### src/rtl/nios_pipe_pkg.sv
// Shared pipeline types and NIOS encodings used by the operand-supply logic
// and its neighbours in decode/execute.
package nios_pipe_pkg;

    // Destination index field in a slot; sized for the 32-register core.
    localparam int SLOT_RD_W = 5;

    typedef struct packed {
        logic                 valid;
        logic                 wr;
        logic [SLOT_RD_W-1:0] rd;
        logic                 is_load;
    } slot_t;

    localparam slot_t SLOT_BUBBLE = '0;

    typedef enum logic [5:0] {
        OP_ADDI  = 6'h04,
        OP_MOVIA = 6'h05,
        OP_BR    = 6'h06,
        OP_SUBI  = 6'h07,
        OP_STW   = 6'h0F,
        OP_BGT   = 6'h10,
        OP_LDW   = 6'h11,
        OP_RTYPE = 6'h3A
    } opcode_t;

    typedef enum logic [10:0] {
        OPX_MUL = 11'h01B,
        OPX_ADD = 11'h01F
    } opx_t;

endpackage

### src/rtl/nios_regfile.sv
// Architectural register file: two asynchronous operand reads, one debug read
// and one synchronous write, with optional hard-wired zero register.
module nios_regfile #(
    parameter int DATA_W   = 32,
    parameter int NUM_REGS = 32,
    parameter int ADDR_W   = 5,
    parameter int ZERO_REG = 1
) (
    input  logic              clk,
    input  logic              rst,
    input  logic [ADDR_W-1:0] rd_addr_a,
    input  logic [ADDR_W-1:0] rd_addr_b,
    input  logic [ADDR_W-1:0] dbg_addr,
    output logic [DATA_W-1:0] rd_data_a,
    output logic [DATA_W-1:0] rd_data_b,
    output logic [DATA_W-1:0] dbg_data,
    input  logic              wr_en,
    input  logic [ADDR_W-1:0] wr_addr,
    input  logic [DATA_W-1:0] wr_data
);

    logic [DATA_W-1:0] regs [NUM_REGS];

    function automatic logic is_zero_reg(input logic [ADDR_W-1:0] addr);
        return (ZERO_REG != 0) && (addr == '0);
    endfunction

    assign rd_data_a = is_zero_reg(rd_addr_a) ? '0 : regs[rd_addr_a];
    assign rd_data_b = is_zero_reg(rd_addr_b) ? '0 : regs[rd_addr_b];
    assign dbg_data  = is_zero_reg(dbg_addr)  ? '0 : regs[dbg_addr];

    always_ff @(posedge clk) begin
        if (rst) begin
            for (int i = 0; i < NUM_REGS; i++) begin
                regs[i] <= '0;
            end
        end else if (wr_en && !is_zero_reg(wr_addr)) begin
            regs[wr_addr] <= wr_data;
        end
    end

endmodule

### src/rtl/nios_operand_fwd_unit.sv
// Operand supply between decode and execute: register file, E/M/W destination
// scoreboard, youngest-first bypass and load-use interlock with stall counter.
module nios_operand_fwd_unit
    import nios_pipe_pkg::*;
#(
    parameter int DATA_W   = 32,
    parameter int NUM_REGS = 32,
    parameter int ADDR_W   = 5,
    parameter int ZERO_REG = 1,
    parameter int CNT_W    = 16
) (
    input  logic              clk,
    input  logic              rst,
    input  logic              id_valid,
    input  logic [ADDR_W-1:0] id_rs,
    input  logic [ADDR_W-1:0] id_rt,
    input  logic              id_rs_used,
    input  logic              id_rt_used,
    input  logic [ADDR_W-1:0] id_rd,
    input  logic              id_rd_wr,
    input  logic              id_is_load,
    input  logic              id_flush,
    input  logic [DATA_W-1:0] ex_result,
    input  logic [DATA_W-1:0] mem_result,
    input  logic [DATA_W-1:0] wb_data,
    output logic              id_stall,
    output logic [DATA_W-1:0] id_rs_data,
    output logic [DATA_W-1:0] id_rt_data,
    output logic [CNT_W-1:0]  stall_cnt,
    input  logic [ADDR_W-1:0] dbg_addr,
    output logic [DATA_W-1:0] dbg_data
);

    slot_t             slot_e_p0, slot_m_p1, slot_w_p2;
    logic [DATA_W-1:0] rf_rs, rf_rt;
    logic              rs_e, rs_m, rs_w, rt_e, rt_m, rt_w;
    logic              issue;
    logic              w_load_unused;

    function automatic logic src_match(input slot_t slot, input logic used,
                                       input logic [ADDR_W-1:0] src);
        return used && slot.valid && slot.wr && (slot.rd == SLOT_RD_W'(src))
               && !((ZERO_REG != 0) && (src == '0));
    endfunction

    function automatic logic [CNT_W-1:0] sat_inc(input logic [CNT_W-1:0] val);
        return (val == '1) ? val : val + 1'b1;
    endfunction

    nios_regfile #(
        .DATA_W   (DATA_W),
        .NUM_REGS (NUM_REGS),
        .ADDR_W   (ADDR_W),
        .ZERO_REG (ZERO_REG)
    ) u_regfile (
        .clk       (clk),
        .rst       (rst),
        .rd_addr_a (id_rs),
        .rd_addr_b (id_rt),
        .dbg_addr  (dbg_addr),
        .rd_data_a (rf_rs),
        .rd_data_b (rf_rt),
        .dbg_data  (dbg_data),
        .wr_en     (slot_w_p2.valid && slot_w_p2.wr),
        .wr_addr   (ADDR_W'(slot_w_p2.rd)),
        .wr_data   (wb_data)
    );

    // Decode stage: hazard detection and youngest-producer operand select
    assign rs_e = src_match(slot_e_p0, id_rs_used, id_rs);
    assign rs_m = src_match(slot_m_p1, id_rs_used, id_rs);
    assign rs_w = src_match(slot_w_p2, id_rs_used, id_rs);
    assign rt_e = src_match(slot_e_p0, id_rt_used, id_rt);
    assign rt_m = src_match(slot_m_p1, id_rt_used, id_rt);
    assign rt_w = src_match(slot_w_p2, id_rt_used, id_rt);

    assign id_stall = id_valid && !id_flush && slot_e_p0.is_load && (rs_e || rt_e);
    assign issue    = id_valid && !id_stall && !id_flush;
    assign w_load_unused = slot_w_p2.is_load;

    always_comb begin
        id_rs_data = rf_rs;
        if (rs_e)      id_rs_data = ex_result;
        else if (rs_m) id_rs_data = mem_result;
        else if (rs_w) id_rs_data = wb_data;

        id_rt_data = rf_rt;
        if (rt_e)      id_rt_data = ex_result;
        else if (rt_m) id_rt_data = mem_result;
        else if (rt_w) id_rt_data = wb_data;
    end

    // E/M/W scoreboard: slots keep moving during a stall so the load drains to M
    always_ff @(posedge clk) begin
        if (rst) begin
            slot_e_p0 <= SLOT_BUBBLE;
            slot_m_p1 <= SLOT_BUBBLE;
            slot_w_p2 <= SLOT_BUBBLE;
            stall_cnt <= '0;
        end else begin
            slot_e_p0 <= issue ? '{valid: 1'b1, wr: id_rd_wr, rd: SLOT_RD_W'(id_rd),
                                   is_load: id_is_load}
                               : SLOT_BUBBLE;
            slot_m_p1 <= slot_e_p0;
            slot_w_p2 <= slot_m_p1;
            if (id_stall) stall_cnt <= sat_inc(stall_cnt);
        end
    end

endmodule

### config.mk
export PLATFORM = sky130hd
export DESIGN_NAME = nios_operand_fwd_unit
export DESIGN_NICKNAME = d
export VERILOG_FILES = /design/src/rtl/nios_pipe_pkg.sv /design/src/rtl/nios_regfile.sv /design/src/rtl/nios_operand_fwd_unit.sv
export SDC_FILE = /design/constraint.sdc
export NUM_CORES = 2
export LEC_CHECK = 0
export CAP_MARGIN = 20
export CORE_MARGIN = 2
export CORE_UTILIZATION = 45
export CTS_BUF_LIST = sky130_fd_sc_hd__clkbuf_4
export CTS_CLUSTER_SIZE = 12
export DETAILED_ROUTE_END_ITERATION = 8
export GPL_TIMING_DRIVEN = 0
export PLACE_DENSITY_LB_ADDON = 0.05
export REMOVE_ABC_BUFFERS = 1
export SLEW_MARGIN = 15
export SYNTH_ARGS = -nofsm -noshare
export SYNTH_HDL_FRONTEND = slang
export SYNTH_SLANG_ARGS = --single-unit
### constraint.sdc
create_clock -name clk -period 2.9 [get_ports clk]
set_input_delay 0.29 -clock clk [delete_from_list [all_inputs] [get_ports clk]]
set_output_delay 0.29 -clock clk [all_outputs]
set_load 0.005 [all_outputs]
==> impl_metrics.sql <==
INSERT INTO impl_metrics (metric_group, metric, value, unit) VALUES
('yosys', 'dominantRegCellSynth', 'sky130_fd_sc_hd__edfxtp_1', ''),
('yosys', 'async_flop_share', '0', ''),
('setup_path', 'delay_of_the_slowest_cell_on_the_worst_path', '0.58', 'ns'),
('timing', 'slew_headroom', '0.254', ''),
('yosys', 'syn_area', '65600', 'um^2'),
('yosys', 'yosys.area.top_type', 'sky130_fd_sc_hd__edfxtp_1', ''),
('timing', 'timing_max_transition_violations_final', '0', ''),
('yosys', 'post_synth_main_area_contributors', 'sky130_fd_sc_hd__edfxtp_1, sky130_fd_sc_hd__mux4_2, sky130_fd_sc_hd__and2_1, sky130_fd_sc_hd__mux2i_1, sky130_fd_sc_hd__a22oi_1', ''),
('timing', 'max_clock_freq', '0.252', 'GHz'),
('detailed_routing', 'routed_wl', '303', 'mm'),
('outcome', 'failing_checks', 'negative setup slack', ''),
('setup_path', 'critPathRequiredTime', '2.61', 'ns'),
('worst_hold_path', 'min_delay_worst_type', 'in2reg', ''),
('finish', 'drive_gt1_frac', '0.360', ''),
('setup_path', 'reg2reg_slack', '-0.05', 'ns'),
('finish', 'area_taken_by_flip_flops_and_latches', '31600', 'um^2'),
('setup_path', 'r2r-end', 'u_regfile.regs[8][11]', ''),
('pwr', 'power_per_cell_area', '458', 'nW/um^2'),
('timing', 'report.final.hold_viol_count', '0', ''),
('timing', 'max_slew.worst_pin.slew', '1.12', 'ns'),
('detailed_routing', 'detail_route.vias_per_cell', '6.88', ''),
('clock_tree', 'cts_inserted_buffers', '319', ''),
('detailed_routing', 'count_of_unresolved_drc_violations_after_routing', '0', ''),
('yosys', 'mean_post_synth_cell_area', '13.5', 'um^2'),
('floorplanning', 'chipHeight', '386', 'um'),
('floorplanning', 'core', '145000', 'um^2'),
('global_routing', 'grtUsageTotal', '0.400', ''),
('clock_tree', 'tritoncts_clock_tree', 'done', ''),
('setup_path', 'critPathLaunchType', 'register', ''),
('yosys', 'synth-edff-count', '1024', ''),
('finish', 'nets', '5691', ''),
('clock_tree', 'sink_count_of_the_clock_tree', '1062', ''),
('finish', 'multi_input_area', '33700', 'um^2'),
('finish', 'fillCellCount', '11894', ''),
('detailed_routing', 'drt_first_pass_iters', '8', ''),
('setup_path', 'worstSetupEndpointType', 'output port', ''),
('timing', 'number_of_setup_violations_in_the_final_report', '118', ''),
('pwr', 'combPwrFrac', '0.157', ''),
('yosys', 'synth_cells', '4874', ''),
('pwr', 'total_leakage_power', '0.0316', 'uW'),
('yosys', 'synth.distinct_cells', '69', ''),
('floorplanning', 'start_util', '0.452', ''),
('detailed_routing', 'wl_per_cell', '39.3', 'um'),
('setup_path', 'timing.reg2reg.worst_path_depth', '12', ''),
('outcome', 'outcome', 'finished, violations left', ''),
('setup_path', 'cp-endpoint', 'id_rt_data[5]', ''),
('detailed_routing', 'ant_nets', '0', ''),
('clock_tree', 'htreeDepth', '5', ''),
('setup_path', 'worst_path_most_repeated_cell', 'sky130_fd_sc_hd__buf_12', ''),
('timing', 'worst_slack', '-1.07', 'ns'),
('pwr', 'netSwitchingPower', '10700', 'uW'),
('timing', 'grt_setup_unrepaired', 'true', ''),
('finish', 'layout.cell_area.non_filler', '82000', 'um^2'),
('yosys', 'synth_seq_area_share', '0.480', ''),
('finish', 'syn2layout_area_growth', '25.0', '%'),
('yosys', 'post-synth-top-area-fraction', '0.469', ''),
('clock_tree', 'cts_root_buf', 'sky130_fd_sc_hd__clkbuf_4', ''),
('placed_design', 'dp_slack', '-2.17', 'ns'),
('global_routing', 'grt_pass1_wl', '408', 'mm'),
('setup_path', 'timing.critical_path.from', 'slot_m_p1[6]', ''),
('timing', 'final_period_minus_worst_setup_slack', '3.97', 'ns'),
('global_routing', 'first_global_vias', '51279', ''),
('clock_tree', 'clkTransAtPathRegs', '0.07', 'ns'),
('placed_design', 'dp.final_hpwl', '191', 'mm'),
('detailed_routing', 'route.vias.total', '52993', ''),
('global_routing', 'antenna_found_initial', '27', ''),
('timing', 'worst_clock_skew', '0.123', 'ns'),
('setup_path', 'worstPathMaxFanout', '4', ''),
('floorplanning', 'ioPinCount', '237', ''),
('timing', 'final.period_utilization', '1.37', ''),
('placed_design', 'place.detailed.instances', '6763', '');
==> power by group through the flow <==
stage	Clock, uW	Combinational, uW	Sequential [uW]
2_1_floorplan	0	2260	17700
3_3_place_gp	0	6750	17800
3_5_place_dp	0	5350	17800
4_1_cts	14200	5610	17500
5_1_grt	15100	6040	17500
6_report	14100	5900	17500
==> routing by layer <==
| layer | global-route usage | share of wire |
|---|---|---|
| met5 | 0 | 0.000043 |
| met4 | 0.203 | 0.058 |
| met3 | 0.131 | 0.13 |
| met2 | 0.595 | 0.44 |
| met1 | 0.524 | 0.37 |
==> Yosys cell counts (all sizes together), types with 39 or more instances <==
library cell  instances
a21oi                47
nor4                 43
mux2i               598
a211oi               45
and2                999
edfxtp             1024
o21ai                39
buf                 200
nor2                103
nand4                65
clkbuf              329
a22oi               289
o22ai               154
mux4                541
nand2                90
==> worst register-to-register path, delay by kind of cell, from the launching register on <==
kind | cells | cell delay (ns)
buf+inv | 7 | 1.25
simple gates | 5 | 0.84
flops | 1 | 0.35
==> layout by cell type, fill, tap and decap left out, types with 53 or more instances in the layout <==
cell type                         instances
sky130_fd_sc_hd__nand4_1                 65
sky130_fd_sc_hd__buf_12                 111
sky130_fd_sc_hd__clkinv_1                61
sky130_fd_sc_hd__edfxtp_1              1024
sky130_fd_sc_hd__nor2_1                  65
sky130_fd_sc_hd__mux4_2                 541
sky130_fd_sc_hd__nand2_1                 53
sky130_fd_sc_hd__and2_1                 999
sky130_fd_sc_hd__mux2i_1                598
sky130_fd_sc_hd__buf_4                  258
sky130_fd_sc_hd__a22oi_1                289
sky130_fd_sc_hd__o22ai_1                145
sky130_fd_sc_hd__buf_2                  121
sky130_fd_sc_hd__buf_16                  87
sky130_fd_sc_hd__buf_6                   81
sky130_fd_sc_hd__clkdlybuf4s50_1        121
sky130_fd_sc_hd__clkbuf_4               454
==> layout make-up <==
| class | instances | share of cell area |
|---|---|---|
| inverters | 37 | 0.00169 |
| repair buffers | 864 | 0.128 |
| diodes | 11 | 0.000336 |
| flip-flops and latches | 1062 | 0.385 |
| clock inverters | 75 | 0.00357 |
| multi-input cells | 3282 | 0.411 |
| well taps | 1917 | 0.0292 |
| clock buffers | 454 | 0.0416 |
==> metrics by stage <==
stage           util  hold slack [ns]  power, uW  TNS (ns)
2_1_floorplan      -            0.359      20000    -36.85
4_1_cts        0.556          0.00338      37300    -84.52
6_report       0.565           0.0704      37500    -75.01
3_5_place_dp   0.503            0.475      23200   -949.47
5_1_grt        0.565           0.0162      38600    -85.15
3_3_place_gp   0.469            0.477      24600         -
==> registers in the layout, indices dropped and copies added (netlist names) <==
| register | cells |
|---|---|
| stall_cnt | 16 |
| slot_e_p0 | 8 |
| slot_w_p2 | 7 |
| u_regfile.regs | 1024 |
| slot_m_p1 | 7 |
==> how the worst min path moves through the flow <==
stage                     slack, ns         start  cells after the start                     end
after floorplan                0.36           rst                      1           stall_cnt[10]
after global placement         0.48  slot_m_p1[6]                      1            slot_w_p2[6]
after detailed placement       0.48  slot_m_p1[6]                      1            slot_w_p2[6]
after CTS                     0.003      id_rs[1]                      7           stall_cnt[15]
after global routing           0.02    wb_data[8]                      3   u_regfile.regs[22][8]
final                          0.07   wb_data[10]                      2  u_regfile.regs[11][10]
==> kinds of logic (layout without fill, tap and decap cells) <==
logic type      after synthesis  after routing  synth area share
other cells                   1             43         0.0000572
buf+inv                     566           1430            0.0378
xor+xnor                     39             39           0.00521
compound gates              615            615            0.0653
simple gates               1450           1455             0.134
flops                      1062           1062             0.480
fa+ha+maj                     1              1          0.000191
mux                        1140           1140             0.277
==> repair_timing <==
item	CTS	global route
endpoints found under the hold margin	74	117
buffers inserted	276	70
gates resized for setup	755	83
gates cloned	9	3
setup endpoints to repair	1037	305
hold buffers	21	14
pin swaps	191	61
Note: power is estimated with default switching activity, not from simulation.
